## config.mk

```make
export PLATFORM = sky130hd
export DESIGN_NAME = dac_attenuation_writer_flat
export DESIGN_NICKNAME = d
export VERILOG_FILES = /design/src/rtl/dac_attenuation_writer_if.sv /design/src/rtl/dac_attenuation_writer.sv /design/src/flat_wrapper.sv
export SDC_FILE = /design/constraint.sdc
export NUM_CORES = 1
export LEC_CHECK = 0
export CAP_MARGIN = 10
export CORE_MARGIN = 2
export CORE_UTILIZATION = 40
export CTS_CLUSTER_SIZE = 16
export DETAILED_ROUTE_END_ITERATION = 6
export PLACE_DENSITY = 0.65
export SYNTH_ARGS = -nofsm -noshare
export SYNTH_HDL_FRONTEND = slang
export SYNTH_SLANG_ARGS = --single-unit
```

## constraint.sdc

```tcl
create_clock -name clk30 -period 2 [get_ports clk30]
set_input_delay 0.2 -clock clk30 [delete_from_list [all_inputs] [get_ports clk30]]
set_output_delay 0.2 -clock clk30 [all_outputs]
set_load 0.02 [all_outputs]
```

## src/rtl/dac_attenuation_writer_if.sv

```systemverilog
// Write-side bus for the attenuation DAC writer: register update strobe plus
// status flags returned to the fabric master.
interface dac_attenuation_writer_if;
  logic       wr;
  logic [1:0] wr_idx;
  logic [7:0] wr_value;
  logic       busy;
  logic [3:0] pending;

  modport master (
    output wr, wr_idx, wr_value,
    input  busy, pending
  );

  modport slave (
    input  wr, wr_idx, wr_value,
    output busy, pending
  );
endinterface

```

## src/rtl/dac_attenuation_writer.sv

```systemverilog
// Dual AD7528 attenuation link transmitter: four shadow registers, each changed
// value serialised as a 9-bit {chan, value} frame under its DAC's chip select.
module dac_attenuation_writer #(
  parameter int unsigned CLK_DIV = 15
) (
  input  logic                     clk30,
  input  logic                     reset_n,
  dac_attenuation_writer_if.slave  bus,
  output logic                     datadac,
  output logic                     clkdac,
  output logic                     csdac1n,
  output logic                     csdac2n
);

  localparam int unsigned CW = (CLK_DIV > 1) ? $clog2(CLK_DIV) : 1;

  typedef enum logic [2:0] {
    S_IDLE, S_SETUP, S_HI, S_LO, S_HOLD, S_GAP
  } state_t;

  state_t        state_q, state_d;
  logic [CW-1:0] cnt_q, cnt_d;
  logic [8:0]    shreg_q, shreg_d;
  logic [3:0]    bitcnt_q, bitcnt_d;
  logic [1:0]    rr_q, rr_d;
  logic [3:0]    pend_q, pend_d;
  logic          clk_q, clk_d;
  logic          cs1_q, cs1_d;
  logic          cs2_q, cs2_d;
  logic          busy_q, busy_d;
  logic [7:0]    value_q [4];

  logic          phase_done;
  logic          found;
  logic [1:0]    pick;

  always_ff @(posedge clk30 or negedge reset_n) begin
    if (!reset_n) begin
      for (int unsigned i = 0; i < 4; i++) value_q[i] <= '0;
    end else if (bus.wr) begin
      value_q[bus.wr_idx] <= bus.wr_value;
    end
  end

  always_ff @(posedge clk30 or negedge reset_n) begin
    if (!reset_n) begin
      state_q  <= S_IDLE;
      cnt_q    <= '0;
      shreg_q  <= '0;
      bitcnt_q <= '0;
      rr_q     <= 2'd3;
      pend_q   <= '1;
      clk_q    <= 1'b0;
      cs1_q    <= 1'b1;
      cs2_q    <= 1'b1;
      busy_q   <= 1'b0;
    end else begin
      state_q  <= state_d;
      cnt_q    <= cnt_d;
      shreg_q  <= shreg_d;
      bitcnt_q <= bitcnt_d;
      rr_q     <= rr_d;
      pend_q   <= pend_d;
      clk_q    <= clk_d;
      cs1_q    <= cs1_d;
      cs2_q    <= cs2_d;
      busy_q   <= busy_d;
    end
  end

  always_comb begin
    state_d    = state_q;
    cnt_d      = '0;
    shreg_d    = shreg_q;
    bitcnt_d   = bitcnt_q;
    rr_d       = rr_q;
    pend_d     = pend_q;
    clk_d      = clk_q;
    cs1_d      = cs1_q;
    cs2_d      = cs2_q;
    found      = 1'b0;
    pick       = '0;
    phase_done = (cnt_q == CW'(CLK_DIV - 1));

    // Round-robin search starting just after the last index served.
    for (int unsigned k = 1; k <= 4; k++) begin
      if (!found && pend_q[rr_q + 2'(k)]) begin
        found = 1'b1;
        pick  = rr_q + 2'(k);
      end
    end

    if (state_q != S_IDLE) cnt_d = phase_done ? '0 : cnt_q + 1'b1;

    case (state_q)
      S_IDLE: begin
        if (found) begin
          shreg_d      = {pick[0], value_q[pick]};
          pend_d[pick] = 1'b0;
          rr_d         = pick;
          bitcnt_d     = '0;
          cs1_d        = pick[1];
          cs2_d        = ~pick[1];
          state_d      = S_SETUP;
        end
      end
      S_SETUP: begin
        if (phase_done) begin
          clk_d   = 1'b1;
          state_d = S_HI;
        end
      end
      S_HI: begin
        if (phase_done) begin
          clk_d = 1'b0;
          if (bitcnt_q == 4'd8) begin
            state_d = S_HOLD;
          end else begin
            shreg_d  = {shreg_q[7:0], 1'b0};
            bitcnt_d = bitcnt_q + 4'd1;
            state_d  = S_LO;
          end
        end
      end
      S_LO: begin
        if (phase_done) begin
          clk_d   = 1'b1;
          state_d = S_HI;
        end
      end
      S_HOLD: begin
        if (phase_done) begin
          cs1_d   = 1'b1;
          cs2_d   = 1'b1;
          shreg_d = '0;
          state_d = S_GAP;
        end
      end
      S_GAP: begin
        if (phase_done) state_d = S_IDLE;
      end
      default: state_d = S_IDLE;
    endcase

    // A write landing on the cycle its index is picked still leaves it pending.
    if (bus.wr) pend_d[bus.wr_idx] = 1'b1;

    busy_d = (state_d != S_IDLE);
  end

  assign datadac     = shreg_q[8];
  assign clkdac      = clk_q;
  assign csdac1n     = cs1_q;
  assign csdac2n     = cs2_q;
  assign bus.busy    = busy_q;
  assign bus.pending = pend_q;

endmodule

```

## src/flat_wrapper.sv

```systemverilog
// flat-port wrapper written by rule: the top's interface ports become plain ports
module dac_attenuation_writer_flat 
#(
  parameter int unsigned CLK_DIV = 15
)
  (clk30, reset_n, datadac, clkdac, csdac1n, csdac2n, bus_wr, bus_wr_idx, bus_wr_value, bus_busy, bus_pending);
  dac_attenuation_writer_if bus_i ();
  input  logic clk30;
  input  logic reset_n;
  output logic datadac;
  output logic clkdac;
  output logic csdac1n;
  output logic csdac2n;
  input wire logic [$bits(bus_i.wr)-1:0] bus_wr;
  input wire logic [$bits(bus_i.wr_idx)-1:0] bus_wr_idx;
  input wire logic [$bits(bus_i.wr_value)-1:0] bus_wr_value;
  output wire logic [$bits(bus_i.busy)-1:0] bus_busy;
  output wire logic [$bits(bus_i.pending)-1:0] bus_pending;
  assign bus_i.wr = bus_wr;
  assign bus_i.wr_idx = bus_wr_idx;
  assign bus_i.wr_value = bus_wr_value;
  assign bus_busy = bus_i.busy;
  assign bus_pending = bus_i.pending;
  dac_attenuation_writer #(.CLK_DIV(CLK_DIV)) u_core (.clk30(clk30), .reset_n(reset_n), .bus(bus_i), .datadac(datadac), .clkdac(clkdac), .csdac1n(csdac1n), .csdac2n(csdac2n));
endmodule
```

; Word-level counts from Yosys, hierarchy flattened
; Index checks and enable logic that the tools add are counted.
[totals]
reg_bits = 62
inputBits = 13
out_inout_bits = 9
[op_classes]
add_sub_neg = 5
n_lt_le_gt_ge = 11
n_eq_ne = 12
muxes = 54
bitwise_logic = 6
reduce_logical = 22
[op_table]
columns = cell, count
row1 = 9-bit two-way mux, 4
row2 = 32-bit bitwise mux, 1
row3 = 4-bit two-way mux, 8
row4 = 9-bit case mux with 3 select lines, 1
row5 = 8-bit two-way mux, 3
row6 = "2-bit by 3-bit < comparator with 1-bit output, second input constant", 6
row7 = 3-bit two-way mux, 6
row8 = 8-bit binary-select mux with 2-bit select, 1
row9 = 8-bit demux with 2-bit select, 1
row10 = 3-bit case mux with 5 select lines, 1
row11 = 1-bit two-way mux, 14
row12 = 3-bit nonzero test, 3
row13 = "4-bit by 1-bit adder with 4-bit output, second input constant", 2
row14 = 1-bit binary-select mux with 2-bit select, 4
row15 = "4-bit == test, second input constant", 2
row16 = 2-bit two-way mux, 4
row17 = "2-bit by 1-bit inequality test with 1-bit output, second input constant", 4
row18 = 4-bit case mux with 2 select lines, 1
row19 = "3-bit by 2-bit == test with 1-bit output, second input constant", 2
row20 = "3-bit == test, second input constant", 2
row21 = "3-bit >= comparator, second input constant", 2
row22 = 1-bit logical AND, 6
row23 = 2-bit NOT with 3-bit output, 2
row24 = 1-bit case mux with 2 select lines, 3
row25 = other kinds (19), 27

; Logic depth before layout (Yosys ltp)
; Gate-level depths: netlist of the first run.
[depth]
ltp_word = 23
ltp_mapped = 8
ltp_nobuf = 7

; Least setup slack after synthesis of the first run
; Ideal clock, no wire load.
[synth_path]
path_type = reg2reg
from = register u_core.pend_q[0], in the netlist u_core.bus.pending[0]
to = register u_core.shreg_q[0]
setup_time_ps = 139
arrival_time_ps = 1550
required_time_ps = 1861
path_slack_ps = 311
stages_incl_launch_ff = 7
n_path_buf = 1
synth_period_minus_slack_ps = 1689
path_cell_list = dfstp_2 -> nand2_2 -> a21oi_2 -> o221a_4 -> buf_12 -> mux2i_1 -> o221ai_1
[synth_between]
elab_chain_len = 18
[synth_rtl]
columns = element, line
row1 = from (decl), dac_attenuation_writer.sv:26  ; logic [3:0] pend_q, pend_d;
row2 = from (signal assigned), dac_attenuation_writer.sv:63  ; pend_q <= pend_d;
row3 = 1-bit binary-select mux with 2-bit select, dac_attenuation_writer.sv:87  ; if (!found && pend_q[rr_q + 2'(k)]) begin
row4 = 1-bit two-way mux (implied by the code), dac_attenuation_writer.sv:87
row5 = 1-bit two-way mux, dac_attenuation_writer.sv:87
row6 = 1-bit logical NOT, dac_attenuation_writer.sv:87
row7 = 1-bit logical AND, dac_attenuation_writer.sv:87
row8 = 1-bit two-way mux, dac_attenuation_writer.sv:87
row9 = 1-bit logical NOT, dac_attenuation_writer.sv:87
row10 = 1-bit logical AND, dac_attenuation_writer.sv:87
row11 = 1-bit two-way mux, dac_attenuation_writer.sv:87
row12 = 1-bit logical NOT, dac_attenuation_writer.sv:87
row13 = 1-bit logical AND, dac_attenuation_writer.sv:87
row14 = 2-bit two-way mux, dac_attenuation_writer.sv:87
row15 = 2-bit NOT with 3-bit output (implied by the code), dac_attenuation_writer.sv:98  ; shreg_d = {pick[0], value_q[pick]};
row16 = 8-bit binary-select mux with 2-bit select, dac_attenuation_writer.sv:98
row17 = 8-bit two-way mux (implied by the code) (2 in a row), dac_attenuation_writer.sv:98
row18 = 9-bit two-way mux, dac_attenuation_writer.sv:97  ; if (found) begin
row19 = 9-bit case mux with 3 select lines, dac_attenuation_writer.sv:95  ; case (state_q)
row20 = to (signal assigned), dac_attenuation_writer.sv:60  ; shreg_q <= shreg_d;
row21 = to (decl), dac_attenuation_writer.sv:23  ; logic [8:0] shreg_q, shreg_d;
; Several ways; a longest one is shown, not always the timed one. The select of a mux whose other input is x is not followed.
; A chain may end at the register's enable or synchronous reset.

; Worst setup path after layout of the first run
[layout_path]
from = register u_core.pend_q[0], in the netlist u_core.bus.pending[0]
to = output port bus_pending[0]
[layout_lines]
columns = element, line
row1 = to (decl), flat_wrapper.sv:18  ; output wire logic [$bits(bus_i.pending)-1:0] bus_pending;
; No word-level cell between the ends.

==> impl_metrics.toml, run 1 <==
[run_status]
status = "complete, no violations"

[floorplan]
die_area_um2 = 8090
initial_utilization_pct = 40.9
die_h_um = 89.9
core_um2 = 7210
fp.dieW_um = 89.9
ios = 22
rows = 31

[timing]
layout_setup_ws_ns = 0.196
drv_slew = 0
min_period_over_period_pct = 90.2
tns_ns = 0
slew_headroom_pct = 72.9
final.setup_skew_ns = 0.00721
tightest_slew_ns = 0.404
fmax_ghz = 0.554
hold_viol = 0
setup_violations = 0
grt_setup_unrepaired = "no"
period_minus_slack_ns = 1.80

[synth]
synth-edff-count = 0
synth_fp_nets = 248
ys_ff_latch = 62
ys.flop_type = "dfrtp_1"
synth_warnings = 0
avgSynthCellArea_um2 = 12.8
async_flop_share_pct = 100
netlist_area_um2 = 2950
syn_inst = 231
synth.distinct_cells = 44
ys_seq_area_share_pct = 52.9

[detailed_routing]
vias = 1917
wl_per_cell_um = 14.7
detail-route-antenna-nets = 0
drtIter0Drc = 66
wl_um = 5510
drc = 0
first_pass_iters = 5
vias_per_cell = 5.11

[clocking]
cts_tree = "built"
path_clk_slew_ns = 0.07
clockBufferDepth = 2
cts-buffers-inserted = 9
htreeDepth = 3
root_buffer = "clkbuf_8"
clk_latency_ns = 0.34
clkSinkCount = 62

[cells_and_area]
fin_nets = 288
layout_common_cells = "dfrtp_1, mux2_2, mux2i_1"
layout_commonest_cell = "dfrtp_1"
fin_util_pct = 49.9
diodes = 0
final_area_um2 = 3600
fillCellCount = 662
drive_gt1_share_pct = 30.8
synthToLayoutAreaGrowth_pct = 21.8

[global_routing]
grt_max_degree = 63
grt_usage_pct = 14.7
antenna_found_initial = 0
grt_pass1_wl_um = 9400
overflow = 0
grt_pass1_vias = 1922

[pwr]
p_comb_share_pct = 8.7
p_per_area_nw_per_um2 = 824
swShare_pct = 22.2
pwr-share-clk_pct = 42.5
seqPwrFrac_pct = 48.8
static-leakage-power_nw = 1.69
switching_power_mw = 0.657
peakVddDrop_uv = 510
p_int_mw = 2.31

[worst_setup_path]
critPathKind = "flop to output port"
worst-path-max-fanout = 6
cpPeakStageDelay_ns = 0.63
crit_path_end_kind = "output port"
critical_path.startpoint_type = "flop"
path_buf_inv = 1
worstPathRequired_ns = 1.80
worstPathCellList = "clkdlybuf4s50_1"
slowest_stage = "dfstp_2"
arrival_ns = 1.60
cpLargestDelayFamily = "flip-flops"

[place]
pre_cts_slack_ns = 0.118
place_congestion = 0.774
numPortBuffers = 21
hpwl_um = 3790
placed_cell_area_um2 = 3340

[job]
maxCapViolCount = 0

[worst_hold_path]
hold_class = "input port to async pin"
logic make-up (layout without fill, tap and decap cells):
| group | count (synthesis) | after routing | share of synthesized area, % |
|---|---|---|---|
| multiplexers | 57 | 57 | 20.7 |
| AO/OA/AOI/OAI | 33 | 33 | 9.36 |
| buffers and inverters | 10 | 55 | 2.12 |
| flip-flops | 62 | 62 | 52.9 |
| AND/OR/NAND/NOR | 61 | 61 | 12.1 |
| XOR/XNOR | 4 | 4 | 1.19 |
| adder cells (fa/ha/maj) | 4 | 4 | 1.69 |
power by group through the flow:
stage | Combinational (mW) | Sequential (mW) | Clock, mW
2_1_floorplan | 0.165 | 1.45 | 0
3_3_place_gp | 0.249 | 1.47 | 0
3_5_place_dp | 0.260 | 1.47 | 0
4_1_cts | 0.263 | 1.45 | 1.29
5_1_grt | 0.284 | 1.46 | 1.35
6_report | 0.257 | 1.45 | 1.26
cell usage after synthesis (2+ instances only):
master,count,area [um2]
o221ai_1,9,78.8
o22ai_1,2,12.5
nand2b_1,5,31.3
dfrtp_1,54,1350
dfstp_2,8,210
o21a_1,3,22.5
nand2_2,3,18.8
nand3b_1,4,30.0
nand3_1,8,40.0
o21ai_0,5,25.0
and3_1,8,50.1
ha_1,4,50.1
inv_1,4,15.0
nor2_1,9,33.8
clkbuf_1,3,11.3
mux2i_1,24,240
nand4_1,2,12.5
xor2_1,3,26.3
nand2_1,13,48.8
mux2_2,33,372
o21ai_1,4,20.0
metal layers:
metal  GRT usage, %  up-vias  wire (um)
met5              0        -          0
met4           7.69        0        124
met3           3.35       11        167
met2           21.2       25       2390
met1           20.9      948       2830
li1               -      933          -
per-stage QoR:
stage	hold slack [ns]	total power, mW	instances
after global placement	0.237	1.72	357
after detailed placement	0.239	1.73	357
after floorplan	-0.0956	1.61	231
after CTS	0.398	3.00	374
final	0.395	2.96	375
after global routing	0.420	3.09	375
sequential cells by signal (all words and copies together), names as in the netlist:
signal	cells
u_core.state_q	3
u_core.rr_q	2
u_core.cnt_q	4
u_core.csdac1n	1
u_core.bus.busy	1
u_core.clkdac	1
u_core.shreg_q	9
u_core.csdac2n	1
u_core.bus.pending	4
u_core.value_q	32
u_core.bitcnt_q	4
tightest hold or removal path, stage by stage:
cell and delay [ns]:
dlygate4sd3_1 0.52, buf_2 0.12, buf_12 0.29
worst paths after layout:
check | start | end | slack (ns) | cells after the start
worst min register to register | u_core.cnt_q[0] | u_core.cnt_q[0] | 0.48 | 1
worst max-delay path | u_core.bus.pending[0] | bus_pending[0] | 0.20 | 1
min in group clk30 | u_core.cnt_q[0] | u_core.cnt_q[0] | 0.48 | 1
worst max register to register | u_core.rr_q[1] | u_core.shreg_q[3] | 0.24 | 4
worst min-delay path | reset_n | u_core.cnt_q[0] | 0.40 | 3
max in group asynchronous | reset_n | u_core.csdac2n | 1.29 | 3
layout make-up:
cell class / instances / area, um2 / share of cell area, %
sequential: 62 / 1560 / 43.4
clock inverter: 5 / 81.3 / 2.26
clock buffer: 11 / 151 / 4.21
timing repair buffer: 35 / 325 / 9.04
tap: 99 / 124 / 3.44
multi-input combinational: 159 / 1340 / 37.2
inverter: 4 / 15.0 / 0.417
what timing repair did:
item,in CTS,in global routing
hold buffers,1,0
hold endpoints to repair,54,0
setup buffers,0,1
resized for setup,0,1
setup endpoints to repair,0,1
Note: power is estimated with default switching activity, not from simulation.
==> run 2: changes to the inputs <==
- ABC_CLOCK_PERIOD_IN_PS: default -> 2000
==> results of run 2 <==
No change in the layout: final DEF, timing and power equal those of run 1.
==> run 3: changes to the inputs <==
- CAP_MARGIN: 10 -> default
==> results of run 3 <==
No change in the layout: final DEF, timing and power equal those of run 1.
